<file path="src/rtl/arbitro_salida.sv">
// Egress arbiter: round-robin drain of four class FIFOs into one output FIFO,
// throttled by the output FIFO's almost_full flag, with per-class word counters.
module arbitro_salida #(
  parameter int DATA_SIZE = 12,
  parameter int CNT_SIZE  = 5
) (
  input  logic                 clk,
  input  logic                 reset_L,
  input  logic [DATA_SIZE-1:0] data_in0,
  input  logic [DATA_SIZE-1:0] data_in1,
  input  logic [DATA_SIZE-1:0] data_in2,
  input  logic [DATA_SIZE-1:0] data_in3,
  input  logic                 valid0,
  input  logic                 valid1,
  input  logic                 valid2,
  input  logic                 valid3,
  input  logic                 fifo0_empty,
  input  logic                 fifo1_empty,
  input  logic                 fifo2_empty,
  input  logic                 fifo3_empty,
  input  logic                 out_almost_full,
  output logic                 pop0,
  output logic                 pop1,
  output logic                 pop2,
  output logic                 pop3,
  output logic [DATA_SIZE-1:0] data_out,
  output logic                 push,
  output logic [CNT_SIZE-1:0]  cont0,
  output logic [CNT_SIZE-1:0]  cont1,
  output logic [CNT_SIZE-1:0]  cont2,
  output logic [CNT_SIZE-1:0]  cont3,
  output logic [1:0]           state
);

  typedef enum logic [1:0] {
    IDLE   = 2'd0,
    ACTIVE = 2'd1,
    STALL  = 2'd2
  } state_t;

  state_t               st;
  logic [1:0]           rr_ptr;
  logic [1:0]           grant_idx;
  logic                 grant_vld;
  logic [1:0]           src_idx;
  logic [1:0]           sel_idx;
  logic                 any_valid;
  logic [3:0]           empty_v;
  logic [3:0]           valid_v;
  logic [3:0]           pop_v;
  logic [DATA_SIZE-1:0] din [4];
  logic [CNT_SIZE-1:0]  cnt [4];

  assign empty_v = {fifo3_empty, fifo2_empty, fifo1_empty, fifo0_empty};
  assign valid_v = {valid3, valid2, valid1, valid0};
  assign din[0]  = data_in0;
  assign din[1]  = data_in1;
  assign din[2]  = data_in2;
  assign din[3]  = data_in3;

  // First non-empty FIFO at or after the round-robin pointer, wrapping mod 4.
  always_comb begin : grant_scan
    // NOTE: every variable gets a default before the loop so no path leaves it unassigned (no latch).
    grant_vld = 1'b0;
    grant_idx = rr_ptr;
    for (int i = 0; i < 4; i++) begin
      if (!grant_vld && !empty_v[rr_ptr + 2'(i)]) begin
        grant_vld = 1'b1;
        grant_idx = rr_ptr + 2'(i);
      end
    end
  end

  assign pop_v = (reset_L && st == ACTIVE && !out_almost_full && grant_vld)
               ? (4'b0001 << grant_idx) : 4'b0000;

  // Several valids at once is a protocol error; the lowest index wins.
  always_comb begin : valid_select
    any_valid = |valid_v;
    sel_idx   = 2'd0;
    for (int i = 3; i >= 0; i--) begin
      if (valid_v[i]) sel_idx = 2'(i);
    end
  end

  always_ff @(posedge clk) begin
    if (!reset_L) begin
      // NOTE: sequential state uses non-blocking assignments so every register samples pre-edge values.
      st       <= IDLE;
      rr_ptr   <= 2'd0;
      src_idx  <= 2'd0;
      push     <= 1'b0;
      data_out <= '0;
      for (int k = 0; k < 4; k++) cnt[k] <= '0;
    end else begin
      case (st)
        IDLE:    if (out_almost_full) st <= STALL;
                 else if (!(&empty_v)) st <= ACTIVE;
        ACTIVE:  if (out_almost_full) st <= STALL;
                 else if (&empty_v) st <= IDLE;
        STALL:   if (!out_almost_full) st <= (&empty_v) ? IDLE : ACTIVE;
        default: st <= IDLE;
      endcase

      if (|pop_v) begin
        rr_ptr  <= grant_idx + 2'd1;
        src_idx <= grant_idx;
      end

      // The word popped last cycle is counted against the class it was granted to.
      push <= any_valid;
      if (any_valid) begin
        data_out     <= din[sel_idx];
        cnt[src_idx] <= cnt[src_idx] + CNT_SIZE'(1);
      end
    end
  end

  assign pop0  = pop_v[0];
  assign pop1  = pop_v[1];
  assign pop2  = pop_v[2];
  assign pop3  = pop_v[3];
  assign cont0 = cnt[0];
  assign cont1 = cnt[1];
  assign cont2 = cnt[2];
  assign cont3 = cnt[3];
  assign state = st;

endmodule

</file>
<file path="config.mk">
export PLATFORM = sky130hd
export DESIGN_NAME = arbitro_salida
export DESIGN_NICKNAME = d
export VERILOG_FILES = /design/src/rtl/arbitro_salida.sv
export SDC_FILE = /design/constraint.sdc
export NUM_CORES = 1
export LEC_CHECK = 0
export ABC_AREA = 1
export ABC_CLOCK_PERIOD_IN_PS = 1800
export CORE_ASPECT_RATIO = 0.75
export CORE_MARGIN = 8
export CORE_UTILIZATION = 40
export DETAILED_ROUTE_END_ITERATION = 10
export GPL_TIMING_DRIVEN = 0
export PLACE_DENSITY = 0.89
export SKIP_LAST_GASP = 1
export SLEW_MARGIN = 10
export SYNTH_ARGS = -nofsm -noshare
export SYNTH_HDL_FRONTEND = slang
export SYNTH_SLANG_ARGS = --single-unit
</file>
<file path="constraint.sdc">
create_clock -name clk -period 1.8 [get_ports clk]
set_input_delay 0.27 -clock clk [delete_from_list [all_inputs] [get_ports clk]]
set_output_delay 0.27 -clock clk [all_outputs]
set_load 0.02 [all_outputs]
</file>
==> results of run 1 <==
## worst reg2reg max path, cell delays in order (launching register included)
cell,delay [ps]
sky130_fd_sc_hd__dfxtp_4,390
sky130_fd_sc_hd__inv_4,50
sky130_fd_sc_hd__buf_8,130
sky130_fd_sc_hd__nand2_2,90
sky130_fd_sc_hd__nand3_2,100
sky130_fd_sc_hd__nand2_4,140
sky130_fd_sc_hd__buf_4,130
sky130_fd_sc_hd__nand3_1,80
sky130_fd_sc_hd__nand3_1,90
sky130_fd_sc_hd__nand3_1,100
sky130_fd_sc_hd__nand2_2,140
sky130_fd_sc_hd__nand2_2,90
sky130_fd_sc_hd__buf_4,140
sky130_fd_sc_hd__buf_4,120
sky130_fd_sc_hd__buf_4,110
sky130_fd_sc_hd__buf_4,120
sky130_fd_sc_hd__nand3_2,50
sky130_fd_sc_hd__nand2_1,60
sky130_fd_sc_hd__inv_1,50
## worst max-delay path by stage
stage | slack, ps | to | cells after the start | startpoint
2_1_floorplan | 40 | pop0 | 11 | rr_ptr[0]
3_3_place_gp | -850 | pop0 | 12 | fifo1_empty
3_5_place_dp | -900 | pop0 | 12 | fifo1_empty
4_1_cts | -370 | pop0 | 14 | rr_ptr[0]
5_1_grt | -570 | pop2 | 13 | rr_ptr[0]
6_report | -480 | pop2 | 13 | rr_ptr[0]
## cell usage in the layout, fill, tap and decap left out, types with 3 or more instances in the layout
cell / n
sky130_fd_sc_hd__a21oi_1: 25
sky130_fd_sc_hd__a31o_2: 12
sky130_fd_sc_hd__buf_2: 3
sky130_fd_sc_hd__buf_4: 28
sky130_fd_sc_hd__buf_6: 6
sky130_fd_sc_hd__clkbuf_1: 3
sky130_fd_sc_hd__clkbuf_2: 5
sky130_fd_sc_hd__clkbuf_8: 5
sky130_fd_sc_hd__clkdlybuf4s50_1: 89
sky130_fd_sc_hd__dfxtp_1: 17
sky130_fd_sc_hd__dfxtp_4: 3
sky130_fd_sc_hd__edfxtp_1: 20
sky130_fd_sc_hd__inv_1: 37
sky130_fd_sc_hd__inv_2: 11
sky130_fd_sc_hd__nand2_1: 38
sky130_fd_sc_hd__nand2_2: 25
sky130_fd_sc_hd__nand2_4: 10
sky130_fd_sc_hd__nand3_1: 26
sky130_fd_sc_hd__nand3_2: 6
sky130_fd_sc_hd__nor2_1: 35
sky130_fd_sc_hd__nor2_2: 4
sky130_fd_sc_hd__nor2_4: 6
sky130_fd_sc_hd__o21ai_0: 20
sky130_fd_sc_hd__o21ai_2: 3
sky130_fd_sc_hd__o31ai_1: 12
## cell type report
type	count	area, um^2	share of cell area (%)
inverter	51	204	4.82
sequential	41	1030	24.4
tap	81	101	2.39
buffer	14	91.3	2.16
timing repair buffer	126	1190	28.2
multi-input combinational	241	1510	35.6
clock inverter	2	35.0	0.827
clock buffer	5	68.8	1.62
## registers in the layout, indices dropped and copies added, names as in the netlist, named ones only
name / count
rr_ptr: 2
push: 1
data_out: 12
state: 2
src_idx: 2
cnt: 20
## per-layer routing
layer  wire (um)  vias to the layer above  global-route usage [%]  part of all wire (%)
met5           0                        -                       0                     0
met4         230                        0                    5.90                   2.4
met3         979                       24                    7.19                    10
met2        4660                      162                    32.8                    49
met1        3600                     1460                    20.0                    38
li1            -                     1433                       -                     -
## kinds of logic (layout without fill, tap and decap cells)
group	count (synthesis)	after routing	share of synthesized area (%)
simple gates	156	156	27.4
compound gates	84	84	21.0
buf+inv	66	198	10.7
flops	41	41	40.4
fa+ha+maj	1	1	0.495
## stage by stage
step	setup TNS [ps]	hold slack (ps)
final	-2600	492
after global routing	-4170	519
after CTS	-2130	490
after detailed placement	-26430	476
after global placement	-23260	468
after floorplan	0	389
## power by group through the flow
stage / Clock [mW] / Combinational, mW / Sequential [mW]
4_1_cts: 0.722 / 0.791 / 1.09
3_5_place_dp: 0 / 0.735 / 1.11
3_3_place_gp: 0 / 0.715 / 1.11
2_1_floorplan: 0 / 0.302 / 1.19
6_report: 0.722 / 0.882 / 1.10
5_1_grt: 0.763 / 0.939 / 1.10
## cells in the mapped netlist
| master | instances | area (um^2) |
|---|---|---|
| sky130_fd_sc_hd__nand2_1 | 65 | 244 |
| sky130_fd_sc_hd__inv_1 | 45 | 169 |
| sky130_fd_sc_hd__nor2_1 | 42 | 158 |
| sky130_fd_sc_hd__nand3_1 | 32 | 160 |
| sky130_fd_sc_hd__a21oi_1 | 25 | 125 |
| sky130_fd_sc_hd__o21ai_0 | 23 | 115 |
| sky130_fd_sc_hd__dfxtp_1 | 21 | 420 |
| sky130_fd_sc_hd__edfxtp_1 | 20 | 601 |
| sky130_fd_sc_hd__o31ai_1 | 13 | 97.6 |
| sky130_fd_sc_hd__a31o_2 | 12 | 105 |
| sky130_fd_sc_hd__clkbuf_1 | 8 | 30.0 |
| sky130_fd_sc_hd__nand2_2 | 7 | 43.8 |
| sky130_fd_sc_hd__buf_2 | 4 | 20.0 |
| sky130_fd_sc_hd__inv_2 | 4 | 15.0 |
| sky130_fd_sc_hd__o22ai_1 | 4 | 25.0 |
| sky130_fd_sc_hd__buf_4 | 2 | 15.0 |
| sky130_fd_sc_hd__nand4_1 | 2 | 12.5 |
| sky130_fd_sc_hd__nor2_2 | 2 | 12.5 |
| sky130_fd_sc_hd__o21ai_1 | 2 | 10.0 |
| sky130_fd_sc_hd__buf_6 | 1 | 11.3 |
| sky130_fd_sc_hd__clkinv_1 | 1 | 3.75 |
| sky130_fd_sc_hd__ha_1 | 1 | 12.5 |
| sky130_fd_sc_hd__inv_4 | 1 | 6.26 |
| sky130_fd_sc_hd__nand2_4 | 1 | 11.3 |
| sky130_fd_sc_hd__nand3b_1 | 1 | 7.51 |
| sky130_fd_sc_hd__nand4_2 | 1 | 12.5 |
| sky130_fd_sc_hd__nor2_4 | 1 | 11.3 |
| sky130_fd_sc_hd__nor3_1 | 1 | 5.00 |
| sky130_fd_sc_hd__nor4_2 | 1 | 12.5 |
| sky130_fd_sc_hd__o211ai_1 | 1 | 7.51 |
| sky130_fd_sc_hd__o211ai_2 | 1 | 12.5 |
| sky130_fd_sc_hd__o21ai_4 | 1 | 16.3 |
| sky130_fd_sc_hd__o21bai_1 | 1 | 7.51 |
| sky130_fd_sc_hd__o22a_1 | 1 | 8.76 |
## timing repair
item	4_1_cts	5_1_grt
setup buffers	21	7
resized for setup	63	69
endpoints found under the setup margin	49	52
cloned	0	1
hold buffers	0	0
pin swaps	14	25
hold endpoints to repair	0	0
==> results, run 1 <==
- Dividing the detail-routed via count by the number of cells gives 5.49.
- The post-synthesis instance area is 0.00252 mm^2.
- The core area is 0.00619 mm^2.
- The placement-stage worst setup slack is -901 ps.
- The root buffer selected by CTS is sky130_fd_sc_hd__clkbuf_8.
- The number of design rule violations left after detail routing is 0.
- The sequential share of the synthesized area is 40.4%.
- Dividing the detail-routed wire length by the instance count gives 16.9 um.
- 98 I/O pins were placed.
- The terminus of the critical flop-to-flop path is rr_ptr[1].
- The CTS sink count is 41.
- The violation count after the first detailed-route iteration is 204.
- From left edge to right edge, the die measures 108 um.
- The antenna diode instance count is 0.
- Power spread over the standard cell area amounts to 637 mW/mm^2.
- Summing all non-filler instances in the final layout gives an area of 0.00424 mm^2.
- The number of buffers and inverters on the critical path is 5.
- The total die area is 0.00914 mm^2.
- Setup repair after global routing could not meet its margin everywhere.
- The total of buffers placed on input and output ports is 97.
- Counting every net in the synthesized netlist gives 408.
- The number of antenna violations at the first check in global routing is 0.
- The run finished, with violations left.
- Synthesis inferred 41 register bits.
- At the worst endpoint, the arrival time is 2010 ps.
- The number of endpoints with negative hold slack in the final report was 0.
- The design draws 2.70 mW.
- The cell count of the worst hold path is 2.
- Counting the buffers created by CTS gives 5.
- Cells with a size suffix above 1 make up 30.2% of the layout.
- The number of fill cells is 475.
- The analysis attributes to net switching a power of 0.842 mW.
- For this configuration, the core starts out at a cell density of 40.8%.
- The analysis attributes to cell leakage a power of 1.87 nW.
- The start point of the worst hold path is data_out[10].
- The global-route congestion overflow total is 0.
- The placed wire-length estimate after detailed placement is 6.59 mm.
- The final core utilization is 68.4%.
- The post-route clock period utilization is 127%.
- The die is 84.8 um tall.
- After the flow finishes, the layout carries non-filler instances totaling 561.
- In this run, flip-flops and latches consume 40.6% of the power.
- On the critical path, the stage with the largest delay is an instance of sky130_fd_sc_hd__dfxtp_4.
- The CTS tree is done.
- The minimum clock period after layout is 2280 ps.
- The final net count is 540.
- The congestion estimate from routability-driven global placement came to 0.852.
- For the pin with the worst max-slew slack, the measured transition is 537 ps.
- The clock arrives with 9.43 ps of skew.
- The checks that failed: negative setup slack.
- The worst path required time is 1530 ps.
- The final layout contains routed wiring with a total length of 9.47 mm.
- The largest single stage delay on the critical path is 390 ps.
- Across the run, the number of max-cap violations was 0.
- The netlist uses 34 different library cells.
- The total count of max-transition violations in the final report is 0.
- The sort of element at the end of the critical path is an output port.
- The clock latency reported for the late side of the worst-skew pair is 290 ps.
- After clock tree synthesis, the clock-pin slew on the worst setup and hold paths is 80 ps.
- The worst hold path terminates at data_out[10].
- VDD sags by at most 0.439 mV.
- The H-tree depth is 2.
- Across all register-to-register paths, the minimum setup slack is -440 ps.
- The via count of the first global-routing pass was 2950.
- Counting along the longest clock path gives a buffer depth of 2.
- Along the worst path, the maximum fanout reaches 8.
- The final setup violation count is 8.
- Once placement completed, the tool counted placed cells totaling 526.
- Combinational logic is responsible for 32.7% of the overall power.
- The number of instances in the synthesized netlist is 348.
- The timing-limited maximum frequency is 438 MHz.
- The mean instance size in the synthesized netlist is 7.26 um^2.
- The classification of the worst-slack hold path is reg2reg.
- The category of the critical setup timing path is reg2out.
- The kind of cell with the highest combined delay along the critical path is simple AND/OR/NAND/NOR gates.
- Yosys printed 0 warnings.
- The relative contribution of the clock network to total power is 26.7%.
- The area of placed instances is 0.00360 mm^2.
- The critical path goes through inv_4 > buf_8 > nand2_2 > nand3_2 > nand2_4 > buf_4 > nand3_1 > nand3_1 > nand3_1 > nand2_2 > nand2_2 > inv_1 > buf_6.
- The largest net degree at the start of global routing is 13.
- The worst slew slack as a fraction of its limit is 64.0%.
- The number of placement rows is 25.
- The routed layout has 3079 vias.
- The logic depth of the worst register-to-register path is 18.
- The switching power share of the total is 31.2%.
- The worst setup path is launched from a flop.
- The count of nets left with antenna violations once routing finished came out at 0.
- The first global-routing pass estimated 13.8 mm of wire.
- Before antenna repair, the detailed router went through 4 iterations.
- The area growth from synthesis to layout is 67.7%.
- The least setup slack across all paths after layout is -482 ps.
- The internal power component is 1.86 mW.
- The beginning of the worst register-to-register path is rr_ptr[0].
- The overall track demand over capacity in global routing is 18.7%.
No activity file was read; power rests on OpenSTA's default activity.
==> run 2: changes to the inputs <==
--- a/config.mk
+++ b/config.mk
@@ -9,10 +9,9 @@
 export ABC_CLOCK_PERIOD_IN_PS = 1800
 export CORE_ASPECT_RATIO = 0.75
 export CORE_MARGIN = 8
-export CORE_UTILIZATION = 40
+export CORE_UTILIZATION = 35
 export DETAILED_ROUTE_END_ITERATION = 10
-export GPL_TIMING_DRIVEN = 0
-export PLACE_DENSITY = 0.89
+export PLACE_DENSITY = 0.81
 export SKIP_LAST_GASP = 1
 export SLEW_MARGIN = 10
 export SYNTH_ARGS = -nofsm -noshare
==> results, run 2 (synthesized netlist as in run 1, its figures left out) <==
- The flow ran to the end, but the final reports show violations.
- The final reports fail on negative setup slack.
- Dividing the detail-routed via count by the number of cells gives 5.14.
- After global routing the overflow that remains totals 0.
- The category of the critical setup timing path is reg2out.
- The most common cell type on the critical path is sky130_fd_sc_hd__nand2_1.
- The number of placement rows is 26.
- The core region is 0.00690 mm^2.
- The clock latency reported for the late side of the worst-skew pair is 290 ps.
- The peak fanout along the critical path is 6.
- The internal power of the cells totals 1.77 mW.
- The number of endpoints with negative hold slack in the final report is 0.
- Final hold analysis gives a worst-case slack of 488 ps.
- In this run the most critical hold path is launched from data_out[7].
- The fraction of final layout cells with drive strength greater than 1 is 30.0%.
- The post-placement cell count is 569.
- For this run, the total global-route usage over all layers was measured as 16.7%.
- The height of the die is 89.6 um.
- 0 antenna diodes ended up in the layout.
- Clock skew on the completed layout was measured at 2.25 ps.
- The worst slew slack as a fraction of its limit is 40.5%.
- In this run switching power makes up 32.1% of total power.
- Combinational logic is responsible for 35.4% of the overall power.
- The initial core utilization is 36.6%.
- The worst hold path belongs to the class reg2reg.
- The register with the most flip-flops in the layout has 20 of them.
- At the worst endpoint, the required time is 1530 ps.
- STA classifies the critical path startpoint as a flop.
- The count of maximum capacitance violations is 0.
- Subtracting the final worst setup slack from the clock period gives 2360 ps.
- The first detailed-routing pass ran for 5 iterations.
- Ranked by flip-flop count, first place goes to cnt.
- Overall power consumption after layout is estimated at 2.60 mW.
- Traced cell by cell, the critical path runs through buf_8 > nand2_4 > nand3_4 > nand2_4 > buf_6 > nand3_1 > nand2_1 > nand2_1 > nand2_1 > nor2_2 > inv_2 > nor2_2 > buf_6.
- The via count of the first global-routing pass is 2980.
- The wire length of the first global-routing pass is 13.7 mm.
- The I/O pin count is 98.
- The final core utilization is 63.2%.
- During placement, the flow inserted port buffers numbering 97.
- In the finished design, the share of the clock period the worst path needs comes to 131%.
- The sequential cells in the finished layout cover a total of 0.00103 mm^2.
- After the last flow step, the layout net total stands at 556.
- Setup repair after global routing could not meet its margin everywhere.
- For this run, design rule violations remaining after detail routing come to 0.
- The beginning of the worst register-to-register path is rr_ptr[1].
- The switching power summed over all nets is 0.836 mW.
- The relative contribution of the clock network to total power is 22.5%.
- Counting along the longest clock path gives a buffer depth of 2.
- The critical path crosses 13 cells after its start point.
- The commonest non-fill, non-tap cell in the layout is sky130_fd_sc_hd__clkdlybuf4s50_1.
- The clock-pin slew reported for the worst setup and hold paths after clock tree synthesis is 80 ps.
- The leakage power figure is 1.96 nW.
- The final routed wire length divided by cell count is 16.3 um.
- The total die area is 0.0102 mm^2.
- The tree is rooted in a sky130_fd_sc_hd__clkbuf_8.
- Entering global routing, the biggest net connects 25 pins.
- After clock tree synthesis, the flow added hold-fix buffers numbering 0.
- Data arrives at the worst endpoint at 2090 ps.
- The die boundary width is 114 um.
- The worst hold path passes through 2 cells.
- The detailed router placed 3058 vias in this run.
- STA classifies the critical path endpoint as an output port.
- For the final routed database, the setup TNS stands at -4120 ps.
- The buffers plus inverters on the worst setup path is 4.
- The slowest stage of the critical path belongs to the cell sky130_fd_sc_hd__dfxtp_4.
- The number of fill cells is 592.
- The CTS sink count is 41.
- The kind of cell with the highest combined delay on the critical path is simple AND/OR/NAND/NOR gates.
- The peak supply drop is 0.314 mV.
- The number of non-filler instances in the completed layout is 595.
- In the final layout, the registers with the most flip-flops are cnt: 20 flops, data_out: 12 flops.
- On the worst path, the slowest cell contributes a delay of 430 ps.
- The H-tree depth is 2.
- The number of cells on the worst reg-to-reg path is 15.
- The final setup violation count is 10.
- The number of antenna violations at the first check in global routing is 0.
- The violation count after the first detailed-route iteration is 149.
- The TritonCTS buffer count is 5.
- Relative to the synthesized area, the layout overhead comes to 72.7%.
- The library cells used most frequently in the layout, excluding fill and tap cells, are 89 x sky130_fd_sc_hd__clkdlybuf4s50_1, 48 x sky130_fd_sc_hd__buf_4, 42 x sky130_fd_sc_hd__nand2_1, 41 x sky130_fd_sc_hd__inv_1, 38 x sky130_fd_sc_hd__nor2_1.
- The least setup slack across all paths after layout is -560 ps.
- The transition time of the tightest slew-check pin is 885 ps.
- The total count of max-transition violations in the final report is 0.
- The antenna violation net count after detailed routing is 0.
- The congestion estimate from routability-driven global placement came to 0.936.
- The wire length after detailed routing is 9.72 mm.
- The CTS tree is done.
- Based on the critical path, the design can be clocked at up to 424 MHz.
- Summed over all nets, the half-perimeter wirelength after detailed placement is 6.94 mm.
- The combined area of the multi-input logic cells is 0.00144 mm^2.
- The critical path startpoint is rr_ptr[0].
- The power density over the cells is 597 mW/mm^2.
- The portion of total power attributed to sequential cells is 42.2%.
[run 2: cell types whose count changed in the layout (fill, tap and decap cells not counted), moves of 3 or more]
cell	previous run	this run
sky130_fd_sc_hd__nand2_2	25	22
sky130_fd_sc_hd__nand2_1	38	42
sky130_fd_sc_hd__nor2_4	6	2
sky130_fd_sc_hd__inv_1	37	41
sky130_fd_sc_hd__inv_2	11	7
sky130_fd_sc_hd__clkbuf_2	5	0
sky130_fd_sc_hd__nor2_1	35	38
sky130_fd_sc_hd__buf_4	28	48
sky130_fd_sc_hd__buf_6	6	10
[run 2: final timing paths]
check | endpoint | slack [ps]
setup / recovery | pop0 | -560
hold / removal | data_out[7] | 490
setup reg to reg | flop | -440
hold reg to reg | data_out[7] | 490
[run 2: area by class of cell]
class                   count  area share (%)
clock buffers               6            1.66
clock inverters             2           0.229
inverters                  51            4.65
multi-input cells         241            33.0
flip-flops and latches     41            23.6
well taps                  98            2.81
repair buffers            156            34.0
[run 2: per-stage QoR]
step           setup WS [ps]  instance area [um^2]
2_1_floorplan           42.9                  2530
3_3_place_gp            -753                  3870
3_5_place_dp            -922                  3870
4_1_cts                 -369                  4030
5_1_grt                 -640                  4360
6_report                -560                  4360
[run 2: layer usage]
metal | track usage [%] | part of all wire [%]
met2 | 29.1 | 48
met5 | 0 | 0
met1 | 18.3 | 38
met4 | 4.45 | 2.6
met3 | 7.35 | 11
[run 2: repair_timing]
action | in CTS | in global routing
pin swaps | 7 | 33
endpoints found under the setup margin | 11 | 32
gates cloned | 0 | 2
resized for setup | 43 | 58
buffers inserted | 4 | 12
[run 2: worst reg2reg max path: stages (launching register included)]
cell	delay (ps)
sky130_fd_sc_hd__dfxtp_2	400
sky130_fd_sc_hd__inv_4	90
sky130_fd_sc_hd__nand2_1	100
sky130_fd_sc_hd__nand2_2	100
sky130_fd_sc_hd__nand2_1	100
sky130_fd_sc_hd__nand2_2	110
sky130_fd_sc_hd__buf_4	170
sky130_fd_sc_hd__o21ai_4	260
sky130_fd_sc_hd__buf_6	140
sky130_fd_sc_hd__buf_6	80
sky130_fd_sc_hd__buf_6	90
sky130_fd_sc_hd__buf_6	90
sky130_fd_sc_hd__buf_6	100
sky130_fd_sc_hd__inv_2	40
sky130_fd_sc_hd__o211ai_2	190
sky130_fd_sc_hd__inv_1	60
[run 2: power groups by stage]
stage	combinational, mW	sequential [mW]	clock, mW
after floorplan	0.302	1.19	0
after global placement	0.783	1.11	0
after detailed placement	0.806	1.12	0
after CTS	0.825	1.10	0.591
after global routing	0.982	1.11	0.629
final	0.921	1.10	0.585
